$ cat config.mk
export PLATFORM = sky130hd
export DESIGN_NAME = mem_access_ctrl_flat
export DESIGN_NICKNAME = d
export VERILOG_FILES = /design/src/rtl/mem_access_ctrl_pkg.sv /design/src/rtl/mem_access_ctrl_if.sv /design/src/rtl/mem_access_ctrl_load_extend.sv /design/src/rtl/mem_access_ctrl.sv /design/src/flat_wrapper.sv
export SDC_FILE = /design/constraint.sdc
export NUM_CORES = 1
export LEC_CHECK = 0
export ABC_AREA = 1
export ABC_CLOCK_PERIOD_IN_PS = 2530
export CORE_MARGIN = 8
export CORE_UTILIZATION = 47
export DETAILED_ROUTE_END_ITERATION = 6
export PLACE_DENSITY = 0.77
export SLEW_MARGIN = 20
export SYNTH_ARGS = -nofsm -noshare
export SYNTH_HDL_FRONTEND = slang
export SYNTH_HIERARCHICAL = 1
export SYNTH_SLANG_ARGS = --single-unit
$ cat constraint.sdc
create_clock -name clk -period 2.53 [get_ports clk]
set_clock_uncertainty 0.2 [all_clocks]
set_input_delay 0.506 -clock clk [delete_from_list [all_inputs] [get_ports clk]]
set_output_delay 0.506 -clock clk [all_outputs]
set_load 0.01 [all_outputs]
$ cat src/rtl/mem_access_ctrl_pkg.sv
// Purpose: shared access-mode constants, FSM encoding and size helper for the MEM-stage load/store path.
// Latency: n/a (declarations only).
// Backpressure: n/a.
package mips_mem_pkg;

    // Access modes, shared with the data RAM
    localparam logic [1:0] LOAD_WORD    = 2'b00;
    localparam logic [1:0] LOAD_HALF_S  = 2'b01;
    localparam logic [1:0] LOAD_HALF_U  = 2'b10;
    localparam logic [1:0] LOAD_ILLEGAL = 2'b11;

    // Sequencer states
    localparam logic [1:0] IDLE  = 2'd0;
    localparam logic [1:0] ISSUE = 2'd1;
    localparam logic [1:0] DRAIN = 2'd2;
    localparam logic [1:0] RESP  = 2'd3;

    // Number of bytes moved for a given mode
    function automatic logic [2:0] access_size(input logic [1:0] mode);
        return (mode == LOAD_WORD) ? 3'd4 : 3'd2;
    endfunction

endpackage

$ cat src/rtl/mem_access_ctrl_if.sv
// Purpose: EX/MEM-side request/response bundle of the load/store sequencer.
// Latency: n/a (wires only).
// Backpressure: req_ready/stall driven by the slave; master holds request until resp_valid.
interface mem_access_ctrl_if #(
    parameter int ADDR_W = 32
) ();
    logic              req_valid;
    logic              req_ready;
    logic              mem_read;
    logic              mem_write;
    logic [1:0]        load_mode;
    logic [ADDR_W-1:0] address;
    logic [31:0]       write_data;
    logic [31:0]       read_data;
    logic              resp_valid;
    logic              access_err;
    logic              stall;

    modport master (
        output req_valid, mem_read, mem_write, load_mode, address, write_data,
        input  req_ready, read_data, resp_valid, access_err, stall
    );

    modport slave (
        input  req_valid, mem_read, mem_write, load_mode, address, write_data,
        output req_ready, read_data, resp_valid, access_err, stall
    );
endinterface

$ cat src/rtl/mem_access_ctrl_load_extend.sv
// Purpose: sign/zero-extend the assembled load bytes according to the access mode.
// Latency: combinational.
// Backpressure: none.
// Ports: raw = assembled bytes, mode = access mode, data = extended result.
module load_extend
    import mips_mem_pkg::*;
(
    input  logic [31:0] raw,
    input  logic [1:0]  mode,
    output logic [31:0] data
);
    always_comb begin
        data = 32'h0;
        case (mode)
            LOAD_WORD:   data = raw;
            LOAD_HALF_S: data = {{16{raw[15]}}, raw[15:0]};
            LOAD_HALF_U: data = {16'h0, raw[15:0]};
            default:     data = 32'h0;
        endcase
    end
endmodule

$ cat src/rtl/mem_access_ctrl.sv
// Purpose: MEM-stage load/store sequencer moving one byte per cycle to/from a byte-wide RAM.
// Latency: accept->resp_valid: word load 6, half load 4, word store 5, half store 3, error 1.
// Backpressure: req_ready only in IDLE; stall high whenever not IDLE; one request in flight.
// Ports: clk/rst_n; pipe (slave side of mem_access_ctrl_if); ram_addr/ram_re/ram_we/ram_wdata/ram_rdata.
module mem_access_ctrl
    import mips_mem_pkg::*;
#(
    parameter int ADDR_W     = 32,
    parameter bit BIG_ENDIAN = 1'b1
) (
    input  logic              clk,
    input  logic              rst_n,
    mem_access_ctrl_if.slave  pipe,
    output logic [ADDR_W-1:0] ram_addr,
    output logic              ram_re,
    output logic              ram_we,
    output logic [7:0]        ram_wdata,
    input  logic [7:0]        ram_rdata
);
    logic [1:0]        state;
    logic [ADDR_W-1:0] addr_q;
    logic [1:0]        mode_q;
    logic [31:0]       wdata_q;
    logic              load_q;
    logic              err_q;
    logic [1:0]        last_q;      // index of final byte (N-1)
    logic [1:0]        cnt_q;       // byte being issued
    logic              cap_vld_q;   // a read byte arrives this cycle
    logic [1:0]        cap_idx_q;   // which byte index is arriving
    logic [31:0]       data_q;
    logic [31:0]       read_data_q;

    logic        accept;
    logic        req_err;
    logic [1:0]  issue_pos;
    logic [1:0]  cap_pos;
    logic [31:0] assembled;
    logic [31:0] ext_data;

    assign accept = (state == IDLE) && pipe.req_valid && (pipe.mem_read || pipe.mem_write);

    assign req_err = (pipe.mem_read && pipe.mem_write)
                  || (pipe.load_mode == LOAD_ILLEGAL)
                  || ((pipe.load_mode == LOAD_WORD) && (pipe.address[1:0] != 2'b00))
                  || ((pipe.load_mode != LOAD_WORD) && pipe.address[0]);

    // Byte k lands at lane N-1-k when big-endian, lane k otherwise
    assign issue_pos = BIG_ENDIAN ? (last_q - cnt_q)     : cnt_q;
    assign cap_pos   = BIG_ENDIAN ? (last_q - cap_idx_q) : cap_idx_q;

    // Merge the byte arriving this cycle so DRAIN can register the complete word
    always_comb begin
        assembled = data_q;
        if (cap_vld_q) begin
            assembled[{cap_pos, 3'b000} +: 8] = ram_rdata;
        end
    end

    load_extend u_load_extend (
        .raw  (assembled),
        .mode (mode_q),
        .data (ext_data)
    );

    assign ram_re    = (state == ISSUE) && load_q;
    assign ram_we    = (state == ISSUE) && !load_q;
    assign ram_addr  = (state == ISSUE) ? (addr_q + ADDR_W'(cnt_q)) : '0;
    assign ram_wdata = ram_we ? wdata_q[{issue_pos, 3'b000} +: 8] : 8'h00;

    assign pipe.req_ready  = (state == IDLE);
    assign pipe.stall      = (state != IDLE);
    assign pipe.resp_valid = (state == RESP);
    assign pipe.access_err = (state == RESP) && err_q;
    assign pipe.read_data  = read_data_q;

    always_ff @(posedge clk or negedge rst_n) begin
        if (!rst_n) begin
            state       <= IDLE;
            addr_q      <= '0;
            mode_q      <= LOAD_WORD;
            wdata_q     <= 32'h0;
            load_q      <= 1'b0;
            err_q       <= 1'b0;
            last_q      <= 2'd0;
            cnt_q       <= 2'd0;
            cap_vld_q   <= 1'b0;
            cap_idx_q   <= 2'd0;
            data_q      <= 32'h0;
            read_data_q <= 32'h0;
        end else begin
            cap_vld_q <= ram_re;
            cap_idx_q <= cnt_q;
            if (accept) begin
                data_q <= 32'h0;
            end else if (cap_vld_q) begin
                data_q <= assembled;
            end

            case (state)
                IDLE: begin
                    if (accept) begin
                        addr_q  <= pipe.address;
                        mode_q  <= pipe.load_mode;
                        wdata_q <= pipe.write_data;
                        load_q  <= pipe.mem_read && !pipe.mem_write;
                        err_q   <= req_err;
                        last_q  <= 2'(access_size(pipe.load_mode) - 3'd1);
                        cnt_q   <= 2'd0;
                        if (req_err) begin
                            read_data_q <= 32'h0;
                            state       <= RESP;
                        end else begin
                            state <= ISSUE;
                        end
                    end
                end
                ISSUE: begin
                    cnt_q <= cnt_q + 2'd1;
                    if (cnt_q == last_q) begin
                        state <= load_q ? DRAIN : RESP;
                    end
                end
                DRAIN: begin
                    read_data_q <= ext_data;
                    state       <= RESP;
                end
                default: begin
                    state <= IDLE;
                end
            endcase
        end
    end
endmodule

$ cat src/flat_wrapper.sv
// flat-port wrapper written by rule: the top's interface ports become plain ports
module mem_access_ctrl_flat import mips_mem_pkg::*;
#(
    parameter int ADDR_W     = 32,
    parameter bit BIG_ENDIAN = 1'b1
)
  (clk, rst_n, ram_addr, ram_re, ram_we, ram_wdata, ram_rdata, pipe_req_valid, pipe_mem_read, pipe_mem_write, pipe_load_mode, pipe_address, pipe_write_data, pipe_req_ready, pipe_read_data, pipe_resp_valid, pipe_access_err, pipe_stall);
  mem_access_ctrl_if #(.ADDR_W(ADDR_W)) pipe_i ();
  input  logic clk;
  input  logic rst_n;
  output logic [ADDR_W-1:0] ram_addr;
  output logic ram_re;
  output logic ram_we;
  output logic [7:0] ram_wdata;
  input  logic [7:0] ram_rdata;
  input wire logic [$bits(pipe_i.req_valid)-1:0] pipe_req_valid;
  input wire logic [$bits(pipe_i.mem_read)-1:0] pipe_mem_read;
  input wire logic [$bits(pipe_i.mem_write)-1:0] pipe_mem_write;
  input wire logic [$bits(pipe_i.load_mode)-1:0] pipe_load_mode;
  input wire logic [$bits(pipe_i.address)-1:0] pipe_address;
  input wire logic [$bits(pipe_i.write_data)-1:0] pipe_write_data;
  output wire logic [$bits(pipe_i.req_ready)-1:0] pipe_req_ready;
  output wire logic [$bits(pipe_i.read_data)-1:0] pipe_read_data;
  output wire logic [$bits(pipe_i.resp_valid)-1:0] pipe_resp_valid;
  output wire logic [$bits(pipe_i.access_err)-1:0] pipe_access_err;
  output wire logic [$bits(pipe_i.stall)-1:0] pipe_stall;
  assign pipe_i.req_valid = pipe_req_valid;
  assign pipe_i.mem_read = pipe_mem_read;
  assign pipe_i.mem_write = pipe_mem_write;
  assign pipe_i.load_mode = pipe_load_mode;
  assign pipe_i.address = pipe_address;
  assign pipe_i.write_data = pipe_write_data;
  assign pipe_req_ready = pipe_i.req_ready;
  assign pipe_read_data = pipe_i.read_data;
  assign pipe_resp_valid = pipe_i.resp_valid;
  assign pipe_access_err = pipe_i.access_err;
  assign pipe_stall = pipe_i.stall;
  mem_access_ctrl #(.ADDR_W(ADDR_W), .BIG_ENDIAN(BIG_ENDIAN)) u_core (.clk(clk), .rst_n(rst_n), .pipe(pipe_i), .ram_addr(ram_addr), .ram_re(ram_re), .ram_we(ram_we), .ram_wdata(ram_wdata), .ram_rdata(ram_rdata));
endmodule
==> flow_summary.toml <==
[cells_and_area]
final_nets = 1392
fin_area_sq_um = 10900
multi_input_comb_area_sq_um = 3850
seq_area_sq_um = 3530
syn2layout_area_growth_pct = 40.8
post_layout_nonfiller_instances = 1536
finish.utilization = 0.667
drive_gt1_frac = 0.192
fill_cells = 1384

[hold_path]
hp-class = "register to register"

[critical_path]
critPathRequiredTime_ns = 1.82
worstSetupStartpointType = "register"
endpoint_kind = "output port"
path_class = "register to output port"
path_max_fanout = 5
cp_data_arrival_time_ns = 2.14

[status]
outcome = "complete, but fails checks"
violations = "negative setup slack"

[synthesis]
synth_seq_area_share = 0.457
synth_area_per_cell_sq_um = 7.11
yosysMostFrequentCell = "nand2_1"
netlist_top_cells_area = "dfrtp_1, nand2_1, nor2_1"
synthDominantAreaCellType = "dfrtp_1"
synthDistinctLibCells = 37
synth_top_area_frac = 0.457
synthArstFlopShare = 1.00
synth_commonest_cells = "nand2_1, dfrtp_1, nor2_1"
synth-main-ff-cell = "dfrtp_1"
synth_cells = 1085
synthesis.nets = 1175
syn_area_sq_um = 7710
synth-seq-cells = 141
synth_edf_count = 0
yosys_warnings = 6

[floorplan]
die-area_sq_um = 20800
core_area_sq_um = 16300
die_w_microns = 144
start_util = 0.474
die-height_microns = 144
pin_count = 157
core.rowCount = 47

[sta]
fin_crit_sh = 1.13
setup_viol = 38
slew_headroom = 0.640
hold_violations = 0
rsz0062_at_grt = "true"
worst_slew_pin_slew_ns = 0.538
tns_ns = -8.62
worst_slack_ns = -0.318
period_needed_ns = 2.85
whs_ns = 0.279
max_freq_mhz = 351
slew_violations = 0

[grt]
grt_pass1_wl_mm = 37.8
track_usage = 0.234
grt_pass1_vias = 7699
globalRouteOverflowTotal = 0
grt_max_degree = 83
antenna_found_initial = 1

[pwr]
leakage_nw = 5.79
p_per_area_nw_per_um2 = 1130
ir_drop_mv = 0.697
total_power_mw = 12.3

[drt]
first_iter_violations = 494
drc = 0
ant_nets = 0
wl_per_cell_microns = 15.4
wl_mm = 23.6
viasPerCell = 5.04
first_pass_iters = 7
vias = 7749

[placement]
portBuffers = 156
place_area_sq_um = 9860
place_congestion = 0.939
dp_hpwl_mm = 16.6
dp.cells = 1481
dpl_worst_slack_ns = -0.364

[clocking]
cts.path.max_buffers = 2
cts_tree = "yes"
cts_sinks = 141
root_buffer = "clkbuf_16"
clk_pin_slew_worst_paths_ns = 0.06
htreeDepth = 4
clock_latency_ns = 0.42
cts_made_buffers = 17

[flow_run]
cap_violations = 0
## layout by cell type (no fill, tap or decap), types with 3 or more instances in the layout
cell type        count
nand2_1            422
dfrtp_1            140
nor2_1             122
clkdlybuf4s50_1    110
inv_1               95
nand3_1             83
buf_4               69
buf_2               37
o21ai_0             27
o21ai_1             21
clkbuf_16           17
nand2_2             16
buf_6               12
inv_2               12
nor2_4              11
a21oi_1             11
nor2_2               8
nand2_4              7
and2_1               7
o21ai_2              7
buf_12               6
nand3_2              5
ha_4                 5
clkinvlp_4           4
bufinv_16            4
o31ai_4              4
a21boi_2             4
clkinv_2             3
dlygate4sd2_1        3
a21boi_1             3
ha_1                 3
## sequential cells by signal (all words and copies together), names as in the netlist, 32 cells and up
register / cells
u_core/addr_q: 32
u_core/data_q: 32
u_core/pipe.read_data: 32
u_core/wdata_q: 32
## logic make-up after synthesis
group,after synthesis,share of synthesized area
fa+ha+maj,11,0.0188
compound gates,82,0.0652
buf+inv,156,0.0852
simple gates,688,0.364
flops,141,0.457
xor+xnor,7,0.00892
## report_power, final
group	leakage [nW]	internal [mW]	switching (mW)
Combinational	3.66	2.44	3.46
Clock	0.300	1.68	0.997
Sequential	1.84	3.13	0.594
## critical path: stages, from the launching register on
cell and delay (ns):
dfrtp_2 0.45, buf_6 0.13, fa_2 0.37, nand2_4 0.09
nor2_4 0.04, nand2_4 0.10, nor2_4 0.07, buf_4 0.14
xnor2_1 0.11, nor2_1 0.08, buf_2 0.13
## final cells by class
class	count	share of cell area
multi-input cells	789	0.355
flip-flops and latches	141	0.325
repair buffers	242	0.197
clock buffers	19	0.0408
inverters	111	0.0393
well taps	220	0.0254
clock inverters	13	0.0173
diodes	1	0.000230
## routing by layer
layer | track usage | up-vias | routed length, microns
li1 | - | 3775 | -
met3 | 0.0584 | 46 | 1800
met1 | 0.281 | 3645 | 9570
met4 | 0.0913 | 0 | 650
met2 | 0.396 | 283 | 11600
met5 | 0 | - | 0
## worst paths after layout
kind	from	endpoint	slack, ns	cells past startpoint
worst max-delay path	u_core/cnt_q[1]	ram_addr[14]	-0.32	10
worst min-delay path	u_core/wdata_q[9]	u_core/wdata_q[9]	0.28	2
worst max register to register	u_core/last_q[0]	u_core/pipe.read_data[26]	0.13	13
worst min register to register	u_core/wdata_q[9]	u_core/wdata_q[9]	0.28	2
max in group asynchronous	rst_n	u_core/addr_q[4]	1.13	3
min in group asynchronous	rst_n	u_core/addr_q[30]	0.37	2
## repair_timing
item / CTS / global route
hold endpoints to repair: 40 / 0
setup endpoints to repair: 65 / 74
hold buffers: 1 / 0
pin swaps: 19 / 28
setup buffers: 7 / 12
gates resized for setup: 223 / 75
gates cloned: 2 / 0
No activity file was read; power rests on OpenSTA's default activity.
==> patch 1 (same settings) <==
`ADDR_W` is set to 32 in 3 places; all go to 64.
--- a/src/rtl/mem_access_ctrl_if.sv
+++ b/src/rtl/mem_access_ctrl_if.sv
@@ -4,3 +4,3 @@
 interface mem_access_ctrl_if #(
-    parameter int ADDR_W = 32
+    parameter int ADDR_W = 64
 ) ();
--- a/src/rtl/mem_access_ctrl.sv
+++ b/src/rtl/mem_access_ctrl.sv
@@ -7,3 +7,3 @@
 #(
-    parameter int ADDR_W     = 32,
+    parameter int ADDR_W     = 64,
     parameter bit BIG_ENDIAN = 1'b1
--- a/src/flat_wrapper.sv
+++ b/src/flat_wrapper.sv
@@ -3,3 +3,3 @@
 #(
-    parameter int ADDR_W     = 32,
+    parameter int ADDR_W     = 64,
     parameter bit BIG_ENDIAN = 1'b1
Interface: changed (resized pipe_address and ram_addr); port bits go from 157 to 221. No check against the original RTL was run, so the function may have changed too.
==> patch 1 against the unedited design <==
  * The flow still finishes with violations (negative setup slack)
  * Sequential cell count rose by 32
  * Sequential share of layout area fell by 5.9 points
  * Area after synthesis rose by 31%
  * Highest routed layer unchanged
  * Worst hold slack got worse by 0.0013 ns
  * Design area rose by 50%
  * Power rose by 29%
  * Via count rose by 53%
  * Critical path depth rose by 2
  * Cell count rose by 42%
  * Routed wire length rose by 76%
  * Worst setup slack got worse by 0.35 ns
==> patch 1: results (changes against the unedited design) <==
Outcome
  • Outcome: finished, violations left
  • Failing checks: negative setup slack

Placement
  • Placed cell areas: 0.0139 mm² (+41%)

Synth
  • Post-Syn Area per Cell: 6.93 µm² (-2.5%)
  • Top post-synthesis cells by area: dfrtp_1 (43%), nand2_1 (21%), nor2_1 (8.3%)
  • Most instantiated cells after synthesis: nand2_1 (563), nor2_1 (223), dfrtp_1 (173), inv_1 (135), nand3_1 (89)

Critical path
  • Critical Path Sink: ram_addr[62]
  • FF-to-FF path depth: 15 (+2)
  • Critical path launch point: u_core/addr_q[0]

Pwr
  • Worst IR Drop VDD: 0.482 mV (-31%)
  • Clk pwr: 0.00269 W (about the same)
  • Comb power frac: 0.541 (+0.061)
  • Comb power: 0.00856 W (+45%)

Drt
  • WL final: 41600 µm (+76%)
  • Vias per inst: 5.45 (+8.0%)
  • WL met1: 16800 µm (+75%)

STA
  • Worst setup margin: -0.671 ns (-0.353 ns)
  • Setup Viol. Count Final: 92 (+140%)
  • Fin Hold WS: 0.278 ns (-0.00134 ns)

GRT
  • Global-route wire length before repair: 61800 µm (+63%)
  • Met3 Use GR: 0.0708 (+0.0123)
  • Largest net degree at the start of global routing: 71 (-14%)
  • GR Layer Usage met1: 0.380 (+0.0987)

Worst hold path
  • Hold endpoint: u_core/wdata_q[8]

Layout
  • Fillers: 1500 (+8.4%)
## patch 1: cell types whose count changed in the layout (fill, tap and decap cells not counted), sizes merged, moves of 9 or more
cell           delta
nand2           +129
nor2             +97
o21a              +9
xor2             +14
o21ai            -11
inv              +37
a211oi            +9
dfrtp            +32
o22ai            +17
buf             +183
clkdlybuf4s50    +32
## patch 1: final cells by class
cell class,count,area (µm²),share of cell area
Sequential cell,173,4330,0.266
Tap cell,275,344,0.0211
Antenna cell,1,2.50,0.000154
Timing Repair Buffer,458,4150,0.255
Clock inverter,14,175,0.0108
Multi-Input combinational cell,1094,6270,0.386
Inverter,143,559,0.0344
Clock buffer,18,429,0.0264
## patch 1: what timing repair did
item                                    in CTS  in global routing
hold buffers                                 1                  0
buffers inserted                            41                 28
resized for setup                          504                166
pin swaps                                   78                106
endpoints found under the setup margin     126                134
gates cloned                                 1                  1
hold endpoints to repair                    35                  0
## patch 1: worst min-delay path: stages, from the launching register on
cell     delay, ns
dfrtp_1       0.35
nand2_1       0.05
nand2_1       0.05
==> patch 2 (same flow settings) <==
Made on the original files. Put a register stage on the output `pipe.access_err`, without a reset. The value now appears one clock later.
--- a/src/rtl/mem_access_ctrl.sv
+++ b/src/rtl/mem_access_ctrl.sv
@@ -72,3 +72,5 @@
     assign pipe.resp_valid = (state == RESP);
-    assign pipe.access_err = (state == RESP) && err_q;
+    always_ff @(posedge clk) begin
+        pipe.access_err <= (state == RESP) && err_q;
+    end
     assign pipe.read_data  = read_data_q;
Behaviour: not the same (Yosys sat finds a counterexample within 4 cycles, from zero or initial values and one cycle with rst_n low).
==> patch 2 against the unedited design <==
  * The run still ends with negative setup slack left
  * Worst setup slack got worse by 0.062 ns
  * Routed wire length about the same
  * Critical endpoint is now ram_addr[18]
  * Design area increased by 0.38%
  * Non-clock buffer count decreased by 4
  * Sequential cell count increased by 1
  * Power decreased by 0.88%
  * Largest power group unchanged
  * Area after synthesis increased by 0.26%
  * Highest routed layer unchanged
  * Critical path depth increased by 1
==> patch 2: results (changes against the unedited design) <==
GRT
  • Global-route wire length before repair: 37400 µm (-1.1%)
  • Largest net degree at the start of global routing: 63 (-24%)
  • Initial antenna violation count: 1 (unchanged)
  • Vias in the first global route: 7636 (-0.82%)
  • All-layer global routing usage: 0.229 (-0.00562)

Synth
  • Synth unique cells: 38 (+2.7%)
  • Post-synth ARST share: 0.993 (-0.00704)
  • Sequential fraction of the synthesis area: 0.459 (+0.00140)
  • Warnings from Yosys: 6 (unchanged)
  • Synth Flop Type: dfrtp_1
  • Most instantiated cells after synthesis: nand2_1 (439), dfrtp_1 (141), nor2_1 (132), inv_1 (107), nand3_1 (86)
  • Syn_nets: 1176 (+0.085%)
  • Top post-synthesis cells by area: dfrtp_1 (46%), nand2_1 (21%), nor2_1 (6.4%)

Worst hold path
  • Hold-critical path depth: 2 (unchanged)
  • Min-delay src: u_core/err_q
  • Hold endpoint: u_core/pipe.access_err
  • Hold Crit Class: reg2reg

Drt
  • DR pass1 iterations: 5 (-2)
  • Starting DRC count in detailed routing: 665 (+35%)
  • Antenna Violating Nets Remaining: 0 (unchanged)
  • Vias: 7770 (+0.27%)
  • WL/cell: 15.4 µm (+0.30%)

CTS
  • Root buffer cell: clkbuf_16
  • CTS Buf Count: 17 (unchanged)
  • H-tree depth: 4 (unchanged)
  • Skew-Pair Late Insertion Delay: between 0.4 and 0.5 ns
  • CTS max path bufs: 2 (unchanged)
  • CTS clk-pin slew, worst paths: 0.06 ns (about the same)

Critical path
  • Slowest stage cell, crit path: dfrtp_1
  • Flop2flop setup slack: 0.05 ns (-0.08 ns)
  • Crit path max-delay family: simple AND/OR/NAND/NOR gates
  • FF-to-FF path depth: 13 (unchanged)
  • Worst reg2reg path endpoint: u_core/pipe.read_data[25]
  • Max FO, Critical Path: 5 (unchanged)
  • RR Startpoint: u_core/last_q[0]
  • Slowest stage delay, CP: 0.43 ns (-0.02 ns)
  • CP Data Arrival Time: 2.20 ns (+0.06 ns)

STA
  • Slew headroom: 0.596 (-0.0440)
  • Worst setup margin: -0.380 ns (-0.0618 ns)
  • Setup Viol. Count Final: 37 (-2.6%)
  • Fin Hold WS: 0.276 ns (-0.00294 ns)

Placement
  • Placer Congestion: 0.900 (-4.2%)
  • Port bufs: 156 (unchanged)
  • Hpwl dp: 16500 µm (-0.60%)

Layout
  • Layout Nets: 1389 (-0.22%)
  • Ratio of cells with drive above 1 in the final layout: 0.192 (about the same)

Outcome
  • Outcome: finished, violations left
  • Failing checks: negative setup slack

Pwr
  • Worst IR Drop VDD: 0.663 mV (-4.8%)
  • Pleak: 5.79 nW (about the same)
## patch 2: changes by cell type after synthesis
cell     unedited run  this run
dfxtp_1             0         1
## patch 2: logic make-up after synthesis
kind of cell,after synthesis,synth area share
AOI/OAI and AO/OA,82,0.0650
and+or+nand+nor,688,0.364
adders and majority gates,11,0.0188
xor gates and xnor gates,7,0.00890
buffers and inverters,156,0.0849
DFF,142,0.459
## patch 2: how the worst max path moves through the flow
stage	cells after the start	slack [ns]	from	to
2_1_floorplan	17	0.03	u_core/last_q[1]	u_core/pipe.read_data[20]
3_3_place_gp	10	-0.36	u_core/addr_q[0]	ram_addr[18]
3_5_place_dp	11	-0.38	u_core/cnt_q[0]	ram_addr[18]
4_1_cts	10	-0.32	u_core/cnt_q[1]	ram_addr[25]
5_1_grt	11	-0.47	u_core/addr_q[0]	ram_addr[22]
6_report	11	-0.38	u_core/cnt_q[1]	ram_addr[18]
## patch 2: layout make-up
type                            instances  area, µm²
Clock buffer                           21        460
Fill cell                            1367       5450
Tap cell                              220        275
Sequential cell                       142       3550
Clock inverter                         10        139
Timing Repair Buffer                  238       2130
Antenna cell                            1       2.50
Multi-Input combinational cell        789       3910
Inverter                              111        434
## patch 2: worst min-delay path: cells and delay by family, from the launching register on
family	cells	cell delay (ns)
buf+inv	1	0.04
flops	1	0.35
simple gates	1	0.05
## patch 2: stage by stage
step / power (W) / area, µm² / setup TNS (ns) / utilization / std cells
finish: 0.0122 / 10900 / -8.42 / 0.667 / 1532
global route: 0.0131 / 10900 / -12.37 / 0.667 / 1532
CTS: 0.0118 / 10600 / -6.81 / 0.647 / 1519
detailed placement: 0.00900 / 9860 / -7.90 / 0.603 / 1476
global placement: 0.00888 / 9860 / -6.40 / 0.603 / 1476
floorplan: 0.00682 / 7750 / 0 / - / 1086
## patch 2: routing by layer
layer | GRT usage | up-vias | wire length, µm
li1 | - | 3770 | -
met1 | 0.278 | 3688 | 9800
met2 | 0.390 | 280 | 11700
met3 | 0.0565 | 32 | 1580
met4 | 0.0745 | 0 | 508
met5 | 0 | - | 0
## patch 2: power breakdown
group / internal [W] / leakage (nW) / switching, W
Sequential: 0.00315 / 1.84 / 0.000629
Combinational: 0.00243 / 3.65 / 0.00344
Clock: 0.00160 / 0.293 / 0.000951
## patch 2: what timing repair did
action                                  4_1_cts  5_1_grt
resized for setup                           217       89
hold buffers                                  1        0
endpoints found under the setup margin       72       72
pin swaps                                    20       35
buffers inserted                             10       14
gates cloned                                  1        0
hold endpoints to repair                     59        0
